<file path="config.mk">
export PLATFORM = sky130hd
export DESIGN_NAME = post_accum_stage_flat
export DESIGN_NICKNAME = d
export VERILOG_FILES = /design/src/rtl/post_accum_stage_if.sv /design/src/rtl/post_accum_stage.sv /design/src/flat_wrapper.sv
export SDC_FILE = /design/constraint.sdc
export NUM_CORES = 1
export LEC_CHECK = 0
export BUFFER_PORTS_ARGS = -buffer_cell sky130_fd_sc_hd__buf_4
export CAP_MARGIN = 30
export CORE_AREA = 2 2 171 173
export DETAILED_ROUTE_END_ITERATION = 7
export DIE_AREA = 0 0 173 175
export GPL_TIMING_DRIVEN = 0
export RECOVER_POWER = 25
export SLEW_MARGIN = 40
export SYNTH_ARGS = -nofsm -noshare
export SYNTH_HDL_FRONTEND = slang
export SYNTH_SLANG_ARGS = --single-unit
</file>
<file path="constraint.sdc">
create_clock -name clk -period 2.1 [get_ports clk]
set_input_delay 0 -clock clk [delete_from_list [all_inputs] [get_ports clk]]
set_output_delay 0 -clock clk [all_outputs]
set_load 0.03 [all_outputs]
</file>
<file path="src/rtl/post_accum_stage_if.sv">
// Post-adder operand/result bus.
// The accumulate stage (master) drives the operands, carry-in and add/subtract
// control into the shared POST adder/subtractor. The adder (slave) returns the
// result and its carry/borrow out.
interface post_accum_stage_if #(
  parameter int DATA_WIDTH = 48
);

  logic [DATA_WIDTH-1:0] add_x;     // Z-mux result, adder x operand
  logic [DATA_WIDTH-1:0] add_y;     // X-mux result, adder y operand
  logic                  add_cin;   // carry-in
  logic                  add_sub;   // 1 = x - (y + cin), 0 = x + y + cin
  logic [DATA_WIDTH-1:0] add_z;     // adder result
  logic                  add_cout;  // carry (add) or borrow (subtract) out

  modport master (
    output add_x,
    output add_y,
    output add_cin,
    output add_sub,
    input  add_z,
    input  add_cout
  );

  modport slave (
    input  add_x,
    input  add_y,
    input  add_cin,
    input  add_sub,
    output add_z,
    output add_cout
  );

endinterface : post_accum_stage_if

</file>
<file path="src/rtl/post_accum_stage.sv">
// DSP48A1-style output/accumulate stage wrapped around the POST adder.
// Selects the X/Z operands and carry-in for the post-adder, registers its sum
// into P (with feedback for accumulation) and its carry into CARRYOUT, drives
// the PCOUT cascade and tracks a sticky signed-overflow flag.
module post_accum_stage #(
  parameter int DATA_WIDTH  = 48,
  parameter int OPMODEREG   = 1,
  parameter int CREG        = 1,
  parameter int CARRYINREG  = 1,
  parameter int CARRYOUTREG = 1
) (
  input  logic                    clk,
  input  logic                    rst_n,
  input  logic                    ce_opmode,
  input  logic                    ce_c,
  input  logic                    ce_carryin,
  input  logic                    ce_p,
  input  logic                    ce_carryout,
  input  logic [7:0]              opmode,
  input  logic [35:0]             m,
  input  logic [DATA_WIDTH-1:0]   dab,
  input  logic [DATA_WIDTH-1:0]   c,
  input  logic [DATA_WIDTH-1:0]   pcin,
  post_accum_stage_if.master      add_bus,
  input  logic                    clr_ovf,
  output logic [DATA_WIDTH-1:0]   p,
  output logic [DATA_WIDTH-1:0]   pcout,
  output logic                    carryout,
  output logic                    ovf
);

  localparam int MW = 36;

  // Only the opmode fields this stage uses are kept; opmode[5] (carry-in)
  // has its own register and bits 4 and 6 have no function here.
  typedef struct packed {
    logic       sub;
    logic [1:0] z_sel;
    logic [1:0] x_sel;
  } opm_t;

  typedef enum logic [1:0] {
    X_ZERO = 2'd0,
    X_M    = 2'd1,
    X_P    = 2'd2,
    X_DAB  = 2'd3
  } x_sel_e;

  typedef enum logic [1:0] {
    Z_ZERO = 2'd0,
    Z_PCIN = 2'd1,
    Z_P    = 2'd2,
    Z_C    = 2'd3
  } z_sel_e;

  opm_t                  opm_in;
  opm_t                  opm_q, opm_d;
  logic [DATA_WIDTH-1:0] c_q, c_d;
  logic                  ci_q, ci_d;
  logic [DATA_WIDTH-1:0] p_q, p_d;
  logic                  co_q, co_d;
  logic                  ovf_q, ovf_d;

  // Effective (registered or bypassed) control and operand values.
  opm_t                  opm;
  logic [DATA_WIDTH-1:0] cr;
  logic                  ci;

  logic [DATA_WIDTH-1:0] x_mux;
  logic [DATA_WIDTH-1:0] z_mux;
  logic                  ovf_det;

  logic                  unused_opmode_bits;
  assign unused_opmode_bits = ^{opmode[6], opmode[4]};

  assign opm_in = '{sub: opmode[7], z_sel: opmode[3:2], x_sel: opmode[1:0]};

  assign opm = (OPMODEREG  != 0) ? opm_q : opm_in;
  assign cr  = (CREG       != 0) ? c_q   : c;
  assign ci  = (CARRYINREG != 0) ? ci_q  : opmode[5];

  // X mux: operand added to (or subtracted from) the Z side.
  // NOTE: every combinational output gets a default first so no path leaves it
  // unassigned, which would otherwise infer a latch.
  always_comb begin
    x_mux = '0;
    unique case (x_sel_e'(opm.x_sel))
      X_ZERO: x_mux = '0;
      X_M:    x_mux = {{(DATA_WIDTH-MW){1'b0}}, m};
      X_P:    x_mux = p_q;
      X_DAB:  x_mux = dab;
    endcase
  end

  // Z mux: the accumulator side of the post-adder.
  always_comb begin
    z_mux = '0;
    unique case (z_sel_e'(opm.z_sel))
      Z_ZERO: z_mux = '0;
      Z_PCIN: z_mux = pcin;
      Z_P:    z_mux = p_q;
      Z_C:    z_mux = cr;
    endcase
  end

  assign add_bus.add_x   = z_mux;
  assign add_bus.add_y   = x_mux;
  assign add_bus.add_cin = ci;
  assign add_bus.add_sub = opm.sub;

  // Signed overflow from operand and result signs: an add overflows when both
  // operands share a sign the result lacks; a subtract overflows when the
  // operands differ in sign and the result's sign differs from the minuend's.
  always_comb begin
    logic sx, sy, sz;
    sx      = add_bus.add_x[DATA_WIDTH-1];
    sy      = add_bus.add_y[DATA_WIDTH-1];
    sz      = add_bus.add_z[DATA_WIDTH-1];
    ovf_det = (opm.sub ? (sx != sy) : (sx == sy)) && (sz != sx);
  end

  // Next-state for every register: load when enabled, otherwise hold.
  always_comb begin
    opm_d = ce_opmode   ? opm_in           : opm_q;
    c_d   = ce_c        ? c                : c_q;
    ci_d  = ce_carryin  ? opmode[5]        : ci_q;
    p_d   = ce_p        ? add_bus.add_z    : p_q;
    co_d  = ce_carryout ? add_bus.add_cout : co_q;

    // A new overflow on this P update takes priority over a clear request.
    ovf_d = ovf_q;
    if (clr_ovf) begin
      ovf_d = 1'b0;
    end
    if (ce_p && ovf_det) begin
      ovf_d = 1'b1;
    end
  end

  // State registers, all cleared asynchronously by reset.
  // NOTE: sequential state uses non-blocking assignments so every register
  // samples the pre-edge values of the others, independent of statement order.
  always_ff @(posedge clk or negedge rst_n) begin
    if (!rst_n) begin
      opm_q <= '0;
      c_q   <= '0;
      ci_q  <= 1'b0;
      p_q   <= '0;
      co_q  <= 1'b0;
      ovf_q <= 1'b0;
    end else begin
      opm_q <= opm_d;
      c_q   <= c_d;
      ci_q  <= ci_d;
      p_q   <= p_d;
      co_q  <= co_d;
      ovf_q <= ovf_d;
    end
  end

  assign p        = p_q;
  assign pcout    = p_q;
  assign carryout = (CARRYOUTREG != 0) ? co_q : add_bus.add_cout;
  assign ovf      = ovf_q;

endmodule : post_accum_stage
</file>
<file path="src/flat_wrapper.sv">
// flat-port wrapper written by rule: the top's interface ports become plain ports
module post_accum_stage_flat 
#(
  parameter int DATA_WIDTH  = 48,
  parameter int OPMODEREG   = 1,
  parameter int CREG        = 1,
  parameter int CARRYINREG  = 1,
  parameter int CARRYOUTREG = 1
)
  (clk, rst_n, ce_opmode, ce_c, ce_carryin, ce_p, ce_carryout, opmode, m, dab, c, pcin, clr_ovf, p, pcout, carryout, ovf, add_bus_add_x, add_bus_add_y, add_bus_add_cin, add_bus_add_sub, add_bus_add_z, add_bus_add_cout);
  post_accum_stage_if #(.DATA_WIDTH(DATA_WIDTH)) add_bus_i ();
  input  logic clk;
  input  logic rst_n;
  input  logic ce_opmode;
  input  logic ce_c;
  input  logic ce_carryin;
  input  logic ce_p;
  input  logic ce_carryout;
  input  logic [7:0] opmode;
  input  logic [35:0] m;
  input  logic [DATA_WIDTH-1:0] dab;
  input  logic [DATA_WIDTH-1:0] c;
  input  logic [DATA_WIDTH-1:0] pcin;
  input  logic clr_ovf;
  output logic [DATA_WIDTH-1:0] p;
  output logic [DATA_WIDTH-1:0] pcout;
  output logic carryout;
  output logic ovf;
  output wire logic [$bits(add_bus_i.add_x)-1:0] add_bus_add_x;
  output wire logic [$bits(add_bus_i.add_y)-1:0] add_bus_add_y;
  output wire logic [$bits(add_bus_i.add_cin)-1:0] add_bus_add_cin;
  output wire logic [$bits(add_bus_i.add_sub)-1:0] add_bus_add_sub;
  input wire logic [$bits(add_bus_i.add_z)-1:0] add_bus_add_z;
  input wire logic [$bits(add_bus_i.add_cout)-1:0] add_bus_add_cout;
  assign add_bus_add_x = add_bus_i.add_x;
  assign add_bus_add_y = add_bus_i.add_y;
  assign add_bus_add_cin = add_bus_i.add_cin;
  assign add_bus_add_sub = add_bus_i.add_sub;
  assign add_bus_i.add_z = add_bus_add_z;
  assign add_bus_i.add_cout = add_bus_add_cout;
  post_accum_stage #(.DATA_WIDTH(DATA_WIDTH), .OPMODEREG(OPMODEREG), .CREG(CREG), .CARRYINREG(CARRYINREG), .CARRYOUTREG(CARRYOUTREG)) u_core (.clk(clk), .rst_n(rst_n), .ce_opmode(ce_opmode), .ce_c(ce_c), .ce_carryin(ce_carryin), .ce_p(ce_p), .ce_carryout(ce_carryout), .opmode(opmode), .m(m), .dab(dab), .c(c), .pcin(pcin), .add_bus(add_bus_i), .clr_ovf(clr_ovf), .p(p), .pcout(pcout), .carryout(carryout), .ovf(ovf));
endmodule
</file>
* After elaboration in Yosys (flattened, before gate mapping)
Index checks and enable logic that the tools add are counted.
Cells by class: $add $sub $neg 0, multiply operators 0, div/mod/pow operators 0, order comparisons 0, equality and inequality tests 9, shifts and indexed selects 0, multiplexer cells 5, bitwise logic cells 0, reduce and logical (&&, ||, !) cells 5
Operators with widths (number):
- $pmux W48 S4 | 2
- $eq A2 B2 Y1 const B | 4
- $eq A2 B1 Y1 const B | 2
- $logic_not A2 Y1 | 2
- $mux W1 | 3
- $logic_and A1 B1 Y1 | 2
- $ne A1 B1 Y1 | 2
- $reduce_bool A2 Y1 | 1
- $eq A1 B1 Y1 | 1
Storage, ports and cells: flip-flop bits (word level) 104, latch bits 0, bits in writable memories 0, ROM bits 0, input port bits 245, output and inout bits 196, word-level logic and storage cells 27, memories kept 0

* Logic depth before layout (Yosys ltp)
Gate-level depths: netlist of the first run.
depth after elaboration 7, gate-level depth with buffers 5, depth with buffers taken out 4

* Least setup slack after synthesis of the first run
No wires, ideal clock.
path type register to register, from reg u_core.opm_q, in the netlist u_core.opm[3], to reg u_core.ovf_q, in the netlist u_core.ovf, library setup time 0.069 ns, data arrival time 1.620 ns, required time 2.031 ns, slack 0.411 ns, cell stages (with the launch flop) 5, buffers on the path 0, clock period less this slack 1.689 ns, cell sequence dfrtp_1 -> mux2_1 -> a22o_1 -> or4_1 -> nand3_1
On the way: longest elaborated chain between the ends 7, elaborated cells between the ends (all ways) 13, those cells by class eq/ne (6); mux (3); reduce/logical (4)
RTL lines:
- start: declaration | RTL line post_accum_stage.sv:57 | opm_t opm_q, opm_d;
- start signal: assignment | RTL line post_accum_stage.sv:152 | opm_q <= opm_d;
- $eq A2 B2 Y1 (tied with other cells) | RTL line post_accum_stage.sv:98 | unique case (z_sel_e'(opm.z_sel))
- $pmux W48 S4 (*) | RTL line post_accum_stage.sv:98
- via add_bus_add_x[47] | RTL line flat_wrapper.sv:29 | output wire logic [$bits(add_bus_i.add_x)-1:0] add_bus_add_x;
- $eq A1 B1 Y1 or $ne A1 B1 Y1 (tied branches) | RTL line post_accum_stage.sv:119 | ovf_det = (opm.sub ? (sx != sy) : (sx == sy)) && (sz != sx);
- $mux W1 | RTL line post_accum_stage.sv:119
- $logic_and A1 B1 Y1 (*) | RTL line post_accum_stage.sv:119
- $logic_and A1 B1 Y1 (*) | RTL line post_accum_stage.sv:135 | if (ce_p && ovf_det) begin
- $mux W1 or $reduce_bool A2 Y1 (tied branches)
- end signal: assignment | RTL line post_accum_stage.sv:157 | ovf_q <= ovf_d;
- end: declaration | RTL line post_accum_stage.sv:62 | logic ovf_q, ovf_d;
The timed path passes the listed nets; every way through them passes the cells marked *. A chain may end at the register's enable or synchronous reset.

* Worst setup path after layout of the first run
from reg u_core.opm_q, in the netlist u_core.opm[1], to out add_bus_add_y[10]
On the way: longest elaborated chain between the ends 2, elaborated cells between the ends (all ways) 5, those cells by class eq/ne (3); mux (1); reduce/logical (1)
RTL lines:
- $eq A2 B2 Y1 (tied with other cells) | RTL line post_accum_stage.sv:87 | unique case (x_sel_e'(opm.x_sel))
- $pmux W48 S4 (*) | RTL line post_accum_stage.sv:87
- end: declaration | RTL line flat_wrapper.sv:30 | output wire logic [$bits(add_bus_i.add_y)-1:0] add_bus_add_y;
Every way passes the cells marked *; elsewhere a longest branch is shown, timed or not.

==> impl_metrics.yaml, run 1 <==
clock_network:
  cts_inserted_buffers: 9
  path_clk_slew_ns: 0.07
  worst_skew_pair.late_latency_ns: 0.35
  cts_num_sinks: 104
  cts_htree_levels: 3
  cts_tree: "yes"
  ctsLongestPathBuffers: 2
  root_buffer: "clkbuf_16"
finish:
  post_route_cells_drive_above_1_share_pct: 51.5
  antenna-diode-count: 0
  fillCellCount: 2827
  nets: 1307
  final_cells: 1451
  layout_overhead_on_the_synthesized_area_pct: 84.6
setup_path:
  crit_buf_inv: 3
  cp_data_arrival_time_ns: 2.03
  critPathMaxStageDelay_ns: 0.35
  worst_path_most_repeated_cell: "buf_4"
  worst_setup_path_start_kind: "flip-flop"
  crit_path_end_kind: "output pin"
  crit_chain: "buf_4, buf_2, mux2_1, a22o_1, buf_4"
  crit_required_ns: 2.10
  path_max_fanout: 10
  crit_type: "reg2out"
  critical_path.top_delay_family: "buffers and inverters"
  cp_slowest_cell: "buf_2"
pwr:
  total_power_mw: 7.50
  power.static_leakage_nw: 5.56
  ir_worst_vdd_uv: 261
  power_per_cell_area_nw_per_um2: 656
placed_design:
  pre_cts_worst_setup_slack_ns: -0.379
  io_buffer_count: 436
  place.detailed.hpwl_microns: 21700
  post-place-cells: 1321
  routabilityCongestion: 0.784
sta:
  setup_violations: 0
  worst_slew_margin_rel_pct: 8.14
  finalMaxSlewViolations: 0
  worst_slew_pin_slew_ns: 1.38
  hold_violations: 0
  max_clock_freq_ghz: 0.492
  fin_worst_skew_ns: 0.00607
  final_period_demand_of_the_worst_path_ns: 2.03
  post-route-period-util_pct: 96.8
  setup_ws_ns: 0.0670
  setup_repair_after_global_routing_missed_its_margin: "false"
synth:
  synth.top_cells.by_area: "dfrtp_1 42%, mux2_1 31%, a22o_1 12%"
  post-synth-top-count-cell: "mux2_1"
  yosys.area.top_type: "dfrtp_1"
  synth_enable_flop_cells: 0
  synth_top_area_share_pct: 42.0
  synthCells: 500
  synthTopCellsByCount: "170 x mux2_1, 104 x dfrtp_1, 84 x a22o_1, 48 x buf_4, 18 x clkbuf_1"
  fraction_of_the_yosys_area_taken_by_sequential_cells_pct: 42.0
  ys.warnings.count: 0
  synthDistinctLibCells: 21
  netlist_area_sq_um: 6190
  ys_ff_latch: 104
  synthesis.nets: 745
  synthArstFlopShare_pct: 100
  syn-mean-instance-area_sq_um: 12.4
  dominantRegCellSynth: "dfrtp_1"
global_route:
  gr-usage-all-layers_pct: 18.3
  grt_pass1_wl_microns: 42000
  via_count_of_the_first_global_routing_pass: 6776
  grt_overflow_total: 0
  initial_antenna_violation_count: 0
  grt_start_max_net_pins: 55
floorplan:
  core_region_area_sq_um: 28400
  ios: 441
  area_of_the_die_sq_um: 30300
  num_rows: 62
  floorplan.die.height_microns: 175
  start_util_pct: 21.8
  floorplan.die.width_microns: 173
detailed_routing:
  drtIter0Drc: 205
  drt.antenna.violating_nets: 0
  drt-pass1-iter-count: 4
  routed-via-count: 6332
  drc: 0
  detail_route.wirelength_microns: 28600
  routed_wire_length_per_instance_microns: 19.7
  vias_per_cell: 4.36
worst_hold_path:
  hold_wc_path_type: "in2reg"
run_status:
  status: "completed"
flow_run:
  cap_viol_max_count: 0
[tightest hold or removal path, delay by kind of cell]
| kind | cells | cell delay (ns) |
|---|---|---|
| buffers and inverters | 1 | 0.17 |
| AO/OA/AOI/OAI | 1 | 0.07 |
| AND/OR/NAND/NOR | 1 | 0.13 |
[cell usage in the layout, fill, tap and decap left out]
| cell type | Yosys | layout |
|---|---|---|
| clkbuf_8 | 0 | 1 |
| a22o_1 | 84 | 84 |
| nor2_4 | 0 | 1 |
| clkinv_4 | 0 | 1 |
| inv_1 | 2 | 2 |
| dfrtp_1 | 104 | 104 |
| o21a_1 | 1 | 1 |
| clkbuf_4 | 0 | 2 |
| clkinvlp_4 | 0 | 3 |
| or4_1 | 1 | 1 |
| buf_6 | 0 | 4 |
| buf_2 | 15 | 14 |
| o21ai_1 | 2 | 2 |
| nand2_1 | 2 | 2 |
| mux2_1 | 170 | 170 |
| dlygate4sd3_1 | 0 | 113 |
| nor3_1 | 1 | 1 |
| nor2b_2 | 0 | 1 |
| nor2_1 | 13 | 12 |
| mux2i_1 | 12 | 12 |
| nand3_1 | 1 | 1 |
| inv_2 | 1 | 1 |
| nand2b_1 | 1 | 1 |
| clkbuf_2 | 0 | 9 |
| buf_4 | 48 | 488 |
| buf_1 | 7 | 2 |
| clkbuf_1 | 18 | 9 |
| mux2_2 | 15 | 15 |
| o2111ai_1 | 1 | 1 |
| clkbuf_16 | 0 | 9 |
[final timing paths]
| check | startpoint | end | slack [ns] | depth (start not counted) |
|---|---|---|---|---|
| setup / recovery | u_core.opm[1] | add_bus_add_y[10] | 0.07 | 5 |
| hold / removal | ce_p | u_core.p[47] | 0.07 | 3 |
| setup reg to reg | u_core.opm[0] | u_core.opm[0] | 0.31 | 4 |
| hold reg to reg | u_core.c_q[47] | u_core.c_q[47] | 0.49 | 1 |
| max in group asynchronous | rst_n | u_core.p[37] | 0.42 | 3 |
| min in group asynchronous | rst_n | u_core.p[18] | 0.49 | 2 |
[layout make-up]
type,instances,area [sq um],share of cell area [%]
repair buffers,551,4420,38.7
multi-input cells,305,3060,26.8
flip-flops and latches,104,2600,22.8
plain buffers,88,593,5.19
well taps,384,480,4.20
clock buffers,12,236,2.07
clock inverters,4,31.3,0.273
inverters,3,11.3,0.0985
[report_power, final]
part           internal, mW  total, mW  switching, mW  leakage, nW
Sequential             2.20       2.41          0.213         1.22
Combinational          1.61       3.46           1.85         4.22
Clock                 0.811       1.62          0.813        0.119
[sequential cells by signal, indices dropped and copies added, names as in the netlist]
name	count
u_core.add_bus.add_sub	1
u_core.c_q	48
u_core.add_bus.add_cin	1
u_core.ovf	1
u_core.p	48
u_core.opm	4
u_core.carryout	1
[cells by family (layout without fill, tap and decap cells)]
group	Yosys count	after routing	share of synthesized area (%)
buf+inv	91	658	8.73
simple gates	20	20	1.39
mux	197	197	35.6
compound gates	88	88	12.3
flops	104	104	42.0
[repair_timing]
action,in CTS,in global routing
resized for setup,23,10
hold endpoints to repair,208,0
hold buffers,113,0
buffers inserted,0,1
endpoints found under the setup margin,78,53
pin swaps,0,1
[metrics by stage]
step                      cell area (sq um)  TNS, ns  utilization (%)  hold WS (ns)
after CTS                             11400        0             40.3        0.0630
after floorplan                        6190        0                -        -0.296
after global routing                  11400        0             40.3         0.121
after global placement                 9950   -14.47             35.0         0.217
final                                 11400        0             40.3        0.0655
after detailed placement               9990    -4.39             35.2       -0.0537
[routing by layer]
layer,wire length (microns),vias up,GRT usage [%]
li1,-,2926,-
met1,11500,3104,21.5
met2,14900,270,33.5
met3,1710,32,4.13
met4,588,0,5.05
met5,0,-,0
(Power assumes the default switching activity.)
==> inputs of run 2 (changes only) <==
Settings changed: REMOVE_ABC_BUFFERS set to 1.
Clock period 2.1 ns to 2.4 ns, I/O delays scaled along.
==> run 2 against run 1 <==
- hold slack improved by 0.075 ns
- design area fell by 3.0%
- non-clock buffer count fell by 73
- combinational power fell by 18%
- power fell by 15%
- critical path depth rose by 2
- largest power group unchanged
- sequential power fell by 10%
- clock skew barely moved
- flip-flop and latch count did not move
==> impl_metrics.yaml, run 2 (synthesized netlist as in run 1, its figures left out) <==
global_route:
  via_count_of_the_first_global_routing_pass: 6460
  grt_start_max_net_pins: 56
  initial_antenna_violation_count: 0
  gr-usage-all-layers_pct: 15.4
  grt_pass1_wl_microns: 36900
  grt_overflow_total: 0
finish:
  layout_overhead_on_the_synthesized_area_pct: 79.2
  nets: 1234
  mostFrequentLayoutCells: "440 x buf_4, 170 x mux2_1, 113 x dlygate4sd3_1, 100 x dfrtp_1, 84 x a22o_1"
  layout.cells.most_common: "buf_4"
  antenna-diode-count: 0
  fillCellCount: 2758
  area_of_the_multi_input_gates_sq_um: 3070
  final_cells: 1377
  ff_latch_area_sq_um: 2620
  final_core_density_pct: 39.1
  post_route_cells_drive_above_1_share_pct: 49.1
setup_path:
  path_max_fanout: 25
  worst_setup_path_start_kind: "flip-flop"
  cp_data_arrival_time_ns: 2.59
  crit_type: "reg2reg"
  crit_required_ns: 2.69
  crit_path_end_kind: "flip-flop"
detailed_routing:
  met3RoutedLength_microns: 1640
  highest_layer: "met4"
  routed_wire_length_per_instance_microns: 17.4
  drt.antenna.violating_nets: 0
  wl_met1_microns: 9730
  drt-pass1-iter-count: 4
  drc: 0
  met2RoutedLength_microns: 12300
  routed-via-count: 6075
  drtIter0Drc: 183
  detail_route.wirelength_microns: 24000
  vias_per_cell: 4.41
clock_network:
  cts_htree_levels: 3
  path_clk_slew_ns: 0.08
  ctsLongestPathBuffers: 2
  cts_tree: "yes"
  root_buffer: "clkbuf_16"
  worst_skew_pair.late_latency_ns: 0.35
  cts_inserted_buffers: 9
  cts_num_sinks: 104
pwr:
  power_per_cell_area_nw_per_um2: 576
  ir_worst_vdd_uv: 293
  total_power_mw: 6.39
  power.static_leakage_nw: 5.29
sta:
  final.hold.worst_slack_ns: 0.140
  final_period_demand_of_the_worst_path_ns: 2.30
  post-route-period-util_pct: 95.8
  setup_repair_after_global_routing_missed_its_margin: "false"
  setup_violations: 0
  hold_violations: 0
  worst_slew_margin_rel_pct: 3.47
  worst_slew_pin_slew_ns: 1.45
  finalMaxSlewViolations: 0
  fin_worst_skew_ns: 0.00572
  max_clock_freq_ghz: 0.435
placed_design:
  io_buffer_count: 438
  post-place-cells: 1243
  place.detailed.hpwl_microns: 17500
  routabilityCongestion: 0.793
floorplan:
  core_region_area_sq_um: 28400
  ios: 441
  floorplan.die.height_microns: 175
  num_rows: 62
  floorplan.die.width_microns: 173
  start_util_pct: 21.8
  area_of_the_die_sq_um: 30300
flow_run:
  cap_viol_max_count: 0
worst_hold_path:
  hold_wc_path_type: "in2reg"
run_status:
  status: "completed"
[run 2: path summary, 6_finish.rpt]
check / start / endpoint / slack, ns / cells past startpoint
hold reg to reg: u_core.c_q[41] / u_core.c_q[41] / 0.48 / 1
min in group asynchronous: rst_n / u_core.p[12] / 0.51 / 2
max in group asynchronous: rst_n / u_core.opm[1] / 0.94 / 3
setup reg to reg: u_core.opm[3] / u_core.ovf / 0.10 / 7
setup / recovery: u_core.opm[3] / u_core.ovf / 0.10 / 7
hold / removal: ce_p / u_core.p[23] / 0.14 / 2
[run 2: cell type report]
type | instances | area share [%]
clock inverters | 4 | 0.282
well taps | 384 | 4.33
clock buffers | 11 | 2.10
inverters | 3 | 0.101
flip-flops and latches | 104 | 23.6
multi-input cells | 305 | 27.6
repair buffers | 566 | 42.0
[run 2: worst max-delay path, stage by stage (launching register included)]
cell and delay [ns]:
dfrtp_4 0.62, buf_12 0.22, nor2b_4 0.14, buf_4 0.15, buf_16 0.15, a22o_1 0.28, or4_1 0.53, nand3_1 0.09
[run 2: layer usage]
layer / vias up / GRT usage [%]
li1: 2797 / -
met1: 2991 / 17.8
met2: 272 / 28.1
met3: 15 / 3.87
met4: 0 / 4.06
met5: - / 0
[run 2: where the power goes]
part	switching, mW	internal (mW)
registers	0.226	1.93
clock network	0.709	0.705
logic	1.49	1.33
total	2.42	3.97
[run 2: timing repair]
action                                  CTS  global route
hold buffers                            113             0
setup buffers                             1             4
hold endpoints to repair                208             0
resized for setup                         0             0
endpoints found under the setup margin   18             7
[run 2: through the flow]
| step | TNS (ns) | setup WS [ns] | cell area (sq um) |
|---|---|---|---|
| after floorplan | -81.70 | -1.56 | 5670 |
| after global placement | -290.52 | -3.87 | 9430 |
| after detailed placement | 0 | 0.101 | 9650 |
| after CTS | 0 | 0.0453 | 11100 |
| after global routing | 0 | 0.0109 | 11100 |
| final | 0 | 0.101 | 11100 |
==> inputs of run 3 (changes only) <==
Settings changed: CELL_PAD_IN_SITES_DETAIL_PLACEMENT set to 1, CELL_PAD_IN_SITES_GLOBAL_PLACEMENT set to 1, CORE_AREA 2 2 171 173 to 2 2 172 174, DIE_AREA 0 0 173 175 to 0 0 174 176, PLACE_DENSITY_LB_ADDON set to 0.1.
==> run 3 against run 2 <==
- the run now ends with capacitance limit, slew limit left
- die area is 1.2% higher
- routed wire length is 15% higher
- setup slack better by 0.097 ns
- via count about the same
- clock skew down 0.00080 ns
- register-to-register slack better by 0.11 ns
- maximum frequency up 4.4%
- first-iteration DRC count shrank 42%
- largest cell class unchanged
- highest routed layer unchanged
==> impl_metrics.yaml, run 3 (synthesized netlist as in run 1, its figures left out) <==
placed_design:
  routabilityCongestion: 0.799
  place.detailed.hpwl_microns: 20300
  pre_cts_worst_setup_slack_ns: 0.0871
  io_buffer_count: 438
  post-place-cells: 1244
  place_area_sq_um: 9700
detailed_routing:
  routed-via-count: 6071
  routed_wire_length_per_instance_microns: 20.0
  drt-pass1-iter-count: 4
  drc: 0
  drtIter0Drc: 107
  drt.antenna.violating_nets: 0
  vias_per_cell: 4.42
  detail_route.wirelength_microns: 27600
floorplan:
  area_of_the_die_sq_um: 30600
  start_util_pct: 21.7
  ios: 441
  num_rows: 62
  floorplan.die.width_microns: 174
  core_region_area_sq_um: 28500
  floorplan.die.height_microns: 176
run_status:
  failing_checks: "capacitance limit, slew limit"
  status: "finished with violations"
global_route:
  initial_antenna_violation_count: 0
  grt_start_max_net_pins: 61
  gr-usage-all-layers_pct: 17.6
  via_count_of_the_first_global_routing_pass: 6879
  grt_pass1_wl_microns: 41400
  grt_overflow_total: 0
finish:
  antenna-diode-count: 0
  layout_overhead_on_the_synthesized_area_pct: 80.0
  design_area_sq_um: 11200
  mostFrequentLayoutCells: "436 x buf_4, 170 x mux2_1, 113 x dlygate4sd3_1, 100 x dfrtp_1, 84 x a22o_1"
  layout.cells.most_common: "buf_4"
  final_cells: 1375
  nets: 1231
  post_route_cells_drive_above_1_share_pct: 48.9
setup_path:
  cp_slowest_cell: "dfrtp_4"
  crit_buf_inv: 4
  path_max_fanout: 20
  cp_data_arrival_time_ns: 2.20
  critPathLaunch: "u_core.opm[1]"
  worst_path_most_repeated_cell: "buf_16"
  critical_path.top_delay_family: "buffers and inverters"
  crit_path_end_kind: "output pin"
  crit_required_ns: 2.40
  timing.rr.start: "u_core.opm[2]"
  critPathMaxStageDelay_ns: 0.61
  crit_chain: "inv_2, nor2_4, buf_16, buf_16, a22o_1, buf_4"
  crit_type: "reg2out"
  worst_setup_path_start_kind: "flip-flop"
sta:
  max_clock_freq_ghz: 0.454
  setup_repair_after_global_routing_missed_its_margin: "false"
  worst_slew_pin_slew_ns: 1.54
  setup_ws_ns: 0.198
  hold_violations: 0
  post-route-period-util_pct: 91.8
  fin_worst_skew_ns: 0.00493
  worst_slew_margin_rel_pct: -2.94
  final_period_demand_of_the_worst_path_ns: 2.20
  finalMaxSlewViolations: 49
  final.hold.worst_slack_ns: 0.201
  setup_violations: 0
pwr:
  power_per_cell_area_nw_per_um2: 588
  ir_worst_vdd_uv: 214
  power.static_leakage_nw: 5.31
clock_network:
  worst_skew_pair.late_latency_ns: 0.35
  ctsLongestPathBuffers: 2
  cts_tree: "yes"
  root_buffer: "clkbuf_16"
  cts_num_sinks: 104
  cts_inserted_buffers: 9
  cts_htree_levels: 3
  path_clk_slew_ns: 0.08
worst_hold_path:
  hold_wc_path_type: "in2reg"
  source_of_the_worst_hold_timing_path: "ce_p"
flow_run:
  cap_viol_max_count: 1
==> run 3: changes by cell type in the layout (fill, tap and decap cells not counted), moves of 2 or more <==
| cell | delta |
|---|---|
| buf_8 | -3 |
| buf_16 | +4 |
| clkinvlp_4 | -2 |
| buf_4 | -4 |
==> run 3: report_power, final <==
part	switching (mW)	internal [mW]
registers	0.217	1.93
logic	1.54	1.35
clock network	0.702	0.819
==> run 3: area by class of cell <==
class | count | area [sq um]
Clock buffer | 12 | 236
Clock inverter | 4 | 55.1
Fill cell | 3224 | 17400
Inverter | 3 | 11.3
Multi-Input combinational cell | 305 | 3070
Sequential cell | 104 | 2620
Tap cell | 384 | 480
Timing Repair Buffer | 563 | 4690
==> run 3: final timing paths <==
kind	end	slack, ns	cells past startpoint
worst min register to register	u_core.c_q[16]	0.48	1
worst min-delay path	u_core.p[47]	0.20	2
max in group asynchronous	u_core.c_q[16]	1.00	3
min in group asynchronous	u_core.p[41]	0.44	2
worst max register to register	u_core.ovf	0.21	6
worst max-delay path	add_bus_add_y[14]	0.20	6
==> run 3: layer usage <==
layer	wire length, microns	global-route usage (%)	vias up
met5	0	0	-
li1	-	-	2776
met4	311	3.92	0
met1	10600	19.3	3016
met2	14700	33.7	263
met3	1940	4.48	16
==> run 3: worst reg2reg max path: cells and delay by family (launching register included) <==
| family | cells | cell delay [ns] |
|---|---|---|
| DFF | 1 | 0.61 |
| and+or+nand+nor | 3 | 0.80 |
| AOI/OAI and AO/OA | 1 | 0.28 |
| buffers and inverters | 2 | 0.44 |
==> run 3: what timing repair did <==
item                                   4_1_cts  5_1_grt
setup buffers                                1        1
setup endpoints to repair                   16        2
hold buffers                               113        0
gates resized for setup                      0        0
endpoints found under the hold margin      208        0
==> run 3: stage by stage <==
step	total power, mW	TNS [ns]	util [%]
after detailed placement	4.92	0	34.0
final	6.55	0	39.1
after global placement	4.81	-327.09	33.0
after CTS	6.68	0	39.1
after floorplan	3.55	-81.70	-
after global routing	6.89	0	39.1
